File: src/rtl/tap_bram_arbiter.sv
// Single-port tap BRAM arbiter: FIR engine tap reads have fixed priority, AXI-Lite
// config reads get a starvation-guard slot, AXI writes wait while the engine is busy.
module tap_bram_arbiter #(
  parameter int pDATA_WIDTH   = 32,
  parameter int TAP_NUM_WIDTH = 10,
  parameter int STARVE_LIMIT  = 8
) (
  input  logic                       aclk,
  input  logic                       areset,
  input  logic                       engine_busy,
  input  logic                       s_arvalid,
  input  logic                       s_awvalid,
  input  logic                       s_wvalid,
  input  logic                       s_rready,
  output logic                       arbit_arready,
  output logic                       arbit_awready,
  output logic                       arbit_wready,
  output logic                       arbit_rvalid,
  input  logic [TAP_NUM_WIDTH-1:0]   slv_A,
  input  logic                       slv_EN,
  input  logic [pDATA_WIDTH/8-1:0]   slv_WE,
  input  logic [pDATA_WIDTH-1:0]     slv_Di,
  output logic [pDATA_WIDTH-1:0]     slv_Do,
  input  logic                       eng_req,
  input  logic [TAP_NUM_WIDTH-1:0]   eng_A,
  output logic                       eng_gnt,
  output logic                       eng_rvalid,
  output logic [pDATA_WIDTH-1:0]     eng_Do,
  output logic [TAP_NUM_WIDTH-1:0]   tap_A,
  output logic                       tap_EN,
  output logic [pDATA_WIDTH/8-1:0]   tap_WE,
  output logic [pDATA_WIDTH-1:0]     tap_Di,
  input  logic [pDATA_WIDTH-1:0]     tap_Do
);

  localparam int CNT_W = $clog2(STARVE_LIMIT + 1);
  localparam logic [CNT_W-1:0] STARVE_MAX = CNT_W'(STARVE_LIMIT);

  typedef enum logic [1:0] {IDLE, RD_CAP, RD_HOLD, WR} state_e;

  state_e                 state_q, state_d;
  logic [CNT_W-1:0]       starve_q, starve_d;
  logic                   last_wr_q, last_wr_d;
  logic [pDATA_WIDTH-1:0] slv_do_q, slv_do_d;
  logic                   eng_rvalid_q;

  logic in_idle, starve_full, eng_win, ar_ok, aw_ok, ar_sel, aw_sel;
  logic ar_hsk, aw_hsk, w_hsk, eng_gnt_c;

  // Grant decode; every handshake is masked during reset so the BRAM sees no
  // access and the slave sees no ready in the reset cycle.
  assign in_idle     = (state_q == IDLE);
  assign starve_full = s_arvalid && (starve_q == STARVE_MAX);
  assign eng_win     = in_idle && eng_req && !starve_full;
  assign ar_ok       = s_arvalid;
  assign aw_ok       = s_awvalid && !engine_busy;
  assign ar_sel      = ar_ok && (!aw_ok || last_wr_q);
  assign aw_sel      = aw_ok && !ar_sel;
  assign ar_hsk      = !areset && in_idle && !eng_win && ar_sel;
  assign aw_hsk      = !areset && in_idle && !eng_win && aw_sel;
  assign w_hsk       = !areset && (state_q == WR) && s_wvalid;
  assign eng_gnt_c   = !areset && eng_req &&
                       (eng_win || state_q == RD_CAP || state_q == RD_HOLD);

  always_ff @(posedge aclk) begin
    if (areset) begin
      state_q      <= IDLE;
      starve_q     <= '0;
      last_wr_q    <= 1'b0;
      slv_do_q     <= '0;
      eng_rvalid_q <= 1'b0;
    end else begin
      // NOTE: non-blocking assignments keep every register sampling the
      // pre-edge values, independent of statement order.
      state_q      <= state_d;
      starve_q     <= starve_d;
      last_wr_q    <= last_wr_d;
      slv_do_q     <= slv_do_d;
      eng_rvalid_q <= eng_gnt_c;
    end
  end

  always_comb begin
    // NOTE: defaults first so every path assigns every signal; otherwise a
    // latch would be inferred to hold the missing values.
    state_d   = state_q;
    last_wr_d = last_wr_q;
    slv_do_d  = slv_do_q;
    starve_d  = starve_q;
    case (state_q)
      IDLE: begin
        if (ar_hsk) begin
          state_d   = RD_CAP;
          last_wr_d = 1'b0;
        end else if (aw_hsk) begin
          state_d   = WR;
          last_wr_d = 1'b1;
        end
      end
      RD_CAP: begin
        slv_do_d = tap_Do;
        state_d  = RD_HOLD;
      end
      RD_HOLD: if (s_rready) state_d = IDLE;
      WR:      if (s_wvalid) state_d = IDLE;
      default: state_d = IDLE;
    endcase
    if (!s_arvalid || ar_hsk) begin
      starve_d = '0;
    end else if (in_idle && starve_q != STARVE_MAX) begin
      starve_d = starve_q + CNT_W'(1);
    end
  end

  always_comb begin
    arbit_arready = ar_hsk;
    arbit_awready = aw_hsk;
    arbit_wready  = !areset && (state_q == WR);
    arbit_rvalid  = !areset && (state_q == RD_HOLD);
    eng_gnt       = eng_gnt_c;
    tap_A         = '0;
    tap_EN        = 1'b0;
    tap_WE        = '0;
    tap_Di        = '0;
    // The slave's EN only reaches the BRAM in its AR and W handshake cycles.
    if (eng_gnt_c) begin
      tap_A  = eng_A;
      tap_EN = 1'b1;
    end else if (ar_hsk) begin
      tap_A  = slv_A;
      tap_EN = slv_EN;
    end else if (w_hsk) begin
      tap_A  = slv_A;
      tap_EN = slv_EN;
      tap_WE = slv_WE;
      tap_Di = slv_Di;
    end
  end

  assign slv_Do     = slv_do_q;
  assign eng_rvalid = eng_rvalid_q;
  assign eng_Do     = tap_Do;

endmodule

File: config.mk
export PLATFORM = sky130hd
export DESIGN_NAME = tap_bram_arbiter
export DESIGN_NICKNAME = d
export VERILOG_FILES = /design/src/rtl/tap_bram_arbiter.sv
export SDC_FILE = /design/constraint.sdc
export NUM_CORES = 1
export LEC_CHECK = 0
export ABC_CLOCK_PERIOD_IN_PS = 1700
export CAP_MARGIN = 25
export CELL_PAD_IN_SITES_DETAIL_PLACEMENT = 0
export CELL_PAD_IN_SITES_GLOBAL_PLACEMENT = 1
export CORE_AREA = 2 2 83 85
export CTS_CLUSTER_DIAMETER = 100
export DETAILED_ROUTE_END_ITERATION = 8
export DIE_AREA = 0 0 85 87
export DONT_BUFFER_PORTS = 1
export PLACE_DENSITY_LB_ADDON = 0.1
export SKIP_CTS_REPAIR_TIMING = 1
export SYNTH_ARGS = -nofsm -noshare
export SYNTH_HDL_FRONTEND = slang
export SYNTH_SLANG_ARGS = --single-unit
File: constraint.sdc
create_clock -name aclk -period 1.7 [get_ports aclk]
set_input_delay 0.17 -clock aclk [delete_from_list [all_inputs] [get_ports aclk]]
set_output_delay 0.17 -clock aclk [all_outputs]
set_load 0.01 [all_outputs]
==> results of run 1 <==
-- worst paths after layout --
kind	from	end	slack, ns	depth (start not counted)
hold / removal	tap_Do[13]	slv_Do[13]	0.003	2
hold reg to reg	slv_Do[6]	slv_Do[6]	0.50	2
setup / recovery	starve_q[0]	tap_EN	-0.27	7
setup reg to reg	starve_q[0]	state_q[1]	0.05	8
-- report_power, final --
group | internal (mW) | switching, mW | total [mW]
Combinational | 0.136 | 0.151 | 0.288
Sequential | 0.983 | 0.0490 | 1.03
Clock | 0.435 | 0.352 | 0.787
Total | 1.55 | 0.552 | 2.11
-- registers in the layout, indices dropped and copies added, names as in the netlist --
name        cells
starve_q        4
last_wr_q       1
slv_Do         32
state_q         2
eng_rvalid      1
-- logic make-up after synthesis --
kind of cell | Yosys count | synth area share
AO/OA/AOI/OAI | 57 | 0.182
XOR/XNOR | 3 | 0.0121
adder cells (fa/ha/maj) | 2 | 0.0115
buffers and inverters | 53 | 0.154
flip-flops | 40 | 0.370
AND/OR/NAND/NOR | 123 | 0.270
-- layout make-up --
| type | count | area [sq um] | share of cell area |
|---|---|---|---|
| clock inverters | 3 | 42.5 | 0.0174 |
| well taps | 80 | 100 | 0.0408 |
| clock buffers | 5 | 68.8 | 0.0281 |
| inverters | 5 | 18.8 | 0.00766 |
| flip-flops and latches | 40 | 806 | 0.329 |
| multi-input cells | 185 | 1090 | 0.444 |
| repair buffers | 34 | 327 | 0.133 |
-- synth_stat cells, drive strengths merged --
| cell | count |
|---|---|
| nor3b | 1 |
| and2 | 36 |
| xnor2 | 1 |
| nor2b | 2 |
| o2111a | 2 |
| clkbuf | 13 |
| nand2 | 69 |
| nor3 | 1 |
| a41oi | 1 |
| a2111oi | 1 |
| nand3b | 1 |
| nand3 | 2 |
| o21a | 2 |
| o21bai | 1 |
| a22o | 10 |
| xor2 | 2 |
| nand4b | 1 |
| a211o | 2 |
| o21ai | 2 |
| a21o | 1 |
| inv | 5 |
| nand4 | 1 |
| nand2b | 2 |
| ha | 2 |
| nor2 | 7 |
| dfxtp | 40 |
| buf | 35 |
| a31oi | 1 |
| a21oi | 34 |
-- placed cells by master (no fill, tap or decap), types with 2 or more instances in the layout --
cell type      instances
dfxtp_1               36
and2_1                26
nand3_1                2
nand2b_1               2
inv_1                  3
a21oi_1               34
and2_4                10
a211o_1                2
xor2_1                 2
inv_2                  2
o21a_1                 2
buf_12                 3
o2111a_1               2
dlygate4sd3_1          6
nor2_1                 6
buf_6                  5
dfxtp_2                4
a22o_2                 9
clkbuf_8               5
nand2_1               68
buf_4                 19
-- metal layers --
layer / vias up / track usage / share of wire
met5: - / 0 / 0
met4: 0 / 0.0505 / 0.015
met3: 6 / 0.0502 / 0.091
met2: 99 / 0.259 / 0.50
met1: 811 / 0.188 / 0.40
li1: 861 / - / -
==> impl_results.md, run 1 <==
- Gr usage total: 0.155
- CP Cell Sequence: inv_2 > ha_4 > nand4b_1 > a211o_1 > o21bai_2 > buf_6 > a21o_1
- Non-Filler Instances: 352
- CP peak stage delay: 0.33 ns
- Pre-antenna DRT Iters: 4
- PortBufs: 0
- Arr. time, crit path: 1.80 ns
- Number of hold violations in the final report: 0
- Final setup viols: 13
- Leak: 0.948 nW
- Std-Cell Core Area: 0.00657 sq mm
- CP Class: flop to output pin
- Max H-tree Level: 2
- Root Driver: clkbuf_8
- Die Span Y: 87 um
- CP Max Fanout: 10
- Synth top area share: 0.370
- Mapped Area: 0.00217 sq mm
- Routability cong.: 0.807
- Antenna Diode Count: 0
- Syn. warnings: 0
- Distinct cells, synth: 32
- Clk_skew: 0.00473 ns
- Crit path max-delay family: compound AO/OA/AOI/OAI gates
- Filler cells: 707
- Largest cells by area after synthesis: dfxtp_1 37%, nand2_1 12%, buf_4 11%
- HPWL Detailed: 4.80 mm
- Pre-CTS WS: -0.0390 ns
- Full die area: 0.00740 sq mm
- Cells after synthesis: 278
- CP max-delay cell: dfxtp_2
- IO Pins: 214
- Syn Area/Cell: 7.80 sq um
- Finished Core Util: 0.373
- DRC: 0
- Nets: 370
- Synth-to-Final Area Change: 13.1%
- Final setup margin: -0.268 ns
- Max_cap viols: 0
- Starting Density: 0.330
- DR iter-0 viols: 30
- Outcome: complete, but fails checks
- Width of the die: 85 um
- Most area-hungry cell type in the Yosys netlist: dfxtp_1
- CTS tree: yes
- WL final: 6.44 mm
- Vias: 1,777
- Num CTS Buffers: 5
- Clock Sinks: 40
- RSZ-0062 raised after global routing: yes
- Clk buf depth: 2
- First-pass GRT wire length: 8.96 mm
- Worst-Skew Late Latency: 0.29 ns
- Fin Hold WS: 0.00330 ns
- Worst path required time: 1.53 ns
- Drt via density: 5.05
- F_max: 508 MHz
- Placed cell area: 0.00215 sq mm
- Critical path endpoint category: output pin
- FF+latch count, synth: 40
- Vias in the first global route: 1,686
- Post-route ant nets: 0
- Final period utilization: 1.16
- Share of layout cells above drive strength 1: 0.250
- Violated checks: negative setup slack
- Grt ovf: 0
- Syn_nets: 377
- Setup TNS Final: -3.26 ns
- Placed cells: 333
- Hold crit path type: input port to flop
- Critical path launch point type: flop
- CP Buf/Inv Count: 2
- Seq/Total Area, Yosys: 0.370
- Worst-Margin Slew: 0.317 ns
- Largest net degree at the start of global routing: 40
- Pwr dens: 859 mW/mm^2
- Post-Layout Inst Area: 0.00245 sq mm
- Worst vdd ir: 595 uV
- Post-layout min period: 1.97 ns
- Max-Slew Margin vs Limit: 0.786
- DR WL/cell: 18.3 um
- Initial antenna violation count: 0
- FP Rows: 30
- Final Power: 2.11 mW
- Max Slew Vio Count: 0
- Clock transition at path regs: 0.09 ns
(Power assumes the default switching activity.)
==> run 2, diff against run 1 <==
--- a/config.mk
+++ b/config.mk
@@ -19,3 +19,4 @@
 export SYNTH_ARGS = -nofsm -noshare
 export SYNTH_HDL_FRONTEND = slang
 export SYNTH_SLANG_ARGS = --single-unit
+export TNS_END_PERCENT = 10
==> run 2 against run 1 <==
Compared with the run above: the run still ends with negative setup slack left; global-route usage unchanged; setup slack got worse by 0.019 ns; design area fell by 2.3%; clock power hardly changed; critical path type unchanged; largest power group unchanged.
==> impl_results.md, run 2 (synthesis gave the netlist of run 1 again) <==
- Clk buf depth: 2 (unchanged)
- Final setup margin: -0.287 ns (was -0.268 ns)
- Fin Hold WS: 0.00302 ns (was 0.00330 ns)
- Max_cap viols: 0 (unchanged)
- IO Pins: 214 (unchanged)
- Critical path launch point type: flop (unchanged)
- F_max: 503 MHz (was 508 MHz)
- Die Span Y: 87 um (unchanged)
- Met3 usage: 0.0502 (unchanged)
- Pwr dens: 877 mW/mm^2 (was 859 mW/mm^2)
- Clock Sinks: 40 (unchanged)
- Synth-to-Final Area Change: 10.5% (was 13.1%)
- Worst path required time: 1.53 ns (about the same)
- Width of the die: 85 um (unchanged)
- CP Class: flop to output pin (unchanged)
- PortBufs: 0 (unchanged)
- Std-Cell Core Area: 0.00657 sq mm (unchanged)
- Most frequent cells in the layout: 68 x nand2_1, 38 x dfxtp_1, 36 x and2_1 (was 68 x nand2_1, 36 x dfxtp_1, 34 x a21oi_1)
- CP Cell Sequence: inv_2 > ha_4 > nand4b_1 > a211o_1 > o21bai_2 > buf_6 > a21o_1 (unchanged)
- Max FFs per register: 32 (unchanged)
- Routability cong.: 0.807 (unchanged)
- Clock transition at path regs: 0.09 ns (about the same)
- Placed cells: 333 (unchanged)
- Pre-CTS WS: -0.0390 ns (unchanged)
- Full die area: 0.00740 sq mm (unchanged)
- Filler cells: 710 (was 707)
- Worst vdd ir: 595 uV (about the same)
- Num CTS Buffers: 5 (unchanged)
- Violated checks: negative setup slack (unchanged)
- Finished Core Util: 0.364 (was 0.373)
- Max-Slew Margin vs Limit: 0.795 (was 0.786)
- Commonest non-fill, non-tap cell in the layout: nand2_1 (unchanged)
- DR iter-0 viols: 32 (was 30)
- M1 GR Usage: 0.188 (unchanged)
- Placed cell area: 0.00215 sq mm (unchanged)
- Number of hold violations in the final report: 0 (unchanged)
- Hold crit path type: input port to flop (unchanged)
- Root Driver: clkbuf_8 (unchanged)
- Pre-antenna DRT Iters: 4 (unchanged)
- Max H-tree Level: 2 (unchanged)
- WL final: 6.33 mm (was 6.44 mm)
- CP max-delay cell: dfxtp_2 (unchanged)
- Final period utilization: 1.17 (was 1.16)
- Crit path max-delay family: compound AO/OA/AOI/OAI gates (unchanged)
- Grt met2 use: 0.259 (unchanged)
- CTS tree: yes (unchanged)
- Largest net degree at the start of global routing: 40 (unchanged)
- Leak: 0.913 nW (was 0.948 nW)
- Post-Layout Inst Area: 0.00239 sq mm (was 0.00245 sq mm)
- Max Slew Vio Count: 0 (unchanged)
- CP Max Fanout: 10 (unchanged)
- Gr busiest metal: met2 (unchanged)
- FP Rows: 30 (unchanged)
- Gr usage total: 0.155 (unchanged)
- HPWL Detailed: 4.80 mm (unchanged)
- Grt ovf: 0 (unchanged)
- Critical path endpoint category: output pin (unchanged)
- Post-route ant nets: 0 (unchanged)
- Share of layout cells above drive strength 1: 0.194 (was 0.250)
- Vias: 1,746 (was 1,777)
- DRC: 0 (unchanged)
- RSZ-0062 raised after global routing: yes (unchanged)
- Post-layout min period: 1.99 ns (was 1.97 ns)
- Final setup viols: 13 (unchanged)
- Arr. time, crit path: 1.82 ns (was 1.80 ns)
- Clk_skew: 0.00673 ns (was 0.00473 ns)
- Drt via density: 5.00 (was 5.05)
- First-pass GRT wire length: 8.96 mm (unchanged)
- Initial antenna violation count: 1 (was 0)
- CP Buf/Inv Count: 2 (unchanged)
- Starting Density: 0.330 (unchanged)
- Worst-Skew Late Latency: 0.29 ns (about the same)
- CP peak stage delay: 0.34 ns (was 0.33 ns)
- Outcome: complete, but fails checks (unchanged)
- DR WL/cell: 18.1 um (was 18.3 um)
- Non-Filler Instances: 349 (was 352)
- Vias in the first global route: 1,686 (unchanged)
- Nets: 366 (was 370)
- Worst-Margin Slew: 0.304 ns (was 0.317 ns)
run 2: area by class of cell:
cell class | count | area (sq um) | share of cell area
diodes | 1 | 2.50 | 0.00105
clock buffers | 5 | 68.8 | 0.0288
clock inverters | 3 | 42.5 | 0.0178
inverters | 5 | 18.8 | 0.00784
multi-input cells | 185 | 1060 | 0.445
flip-flops and latches | 40 | 803 | 0.336
well taps | 80 | 100 | 0.0418
repair buffers | 30 | 293 | 0.122
run 2: report_power, final:
part	switching, mW	internal, mW	total [mW]
clock network	0.351	0.435	0.786
logic	0.149	0.132	0.282
registers	0.0489	0.983	1.03
total	0.549	1.55	2.10
run 2: final timing paths:
check              start          to  slack [ns]  cells past startpoint
min reg2reg    slv_Do[6]   slv_Do[6]        0.50                      2
min           tap_Do[15]  slv_Do[15]       0.003                      2
max          starve_q[0]      tap_EN       -0.29                      7
max reg2reg  starve_q[0]  state_q[1]        0.06                      8
run 2: metrics by stage:
step | setup TNS [ns] | total power, mW
after global placement | -0.00969 | 1.29
after floorplan | 0 | 1.30
final | -3.30 | 2.10
after global routing | -4.36 | 2.21
after CTS | -4.58 | 2.10
after detailed placement | -0.192 | 1.29
run 2: metal layers:
layer | wire [um] | vias up
li1 | - | 851
met1 | 2540 | 786
met2 | 3120 | 103
met3 | 582 | 6
met4 | 97 | 0
met5 | 0 | -
run 2: worst reg2reg max path: cells and delay by family, from the launching register on:
kind / cells / cell delay (ns)
adder cells (fa/ha/maj): 1 / 0.13
AO/OA/AOI/OAI: 3 / 0.62
buffers and inverters: 3 / 0.38
AND/OR/NAND/NOR: 1 / 0.13
flip-flops: 1 / 0.34
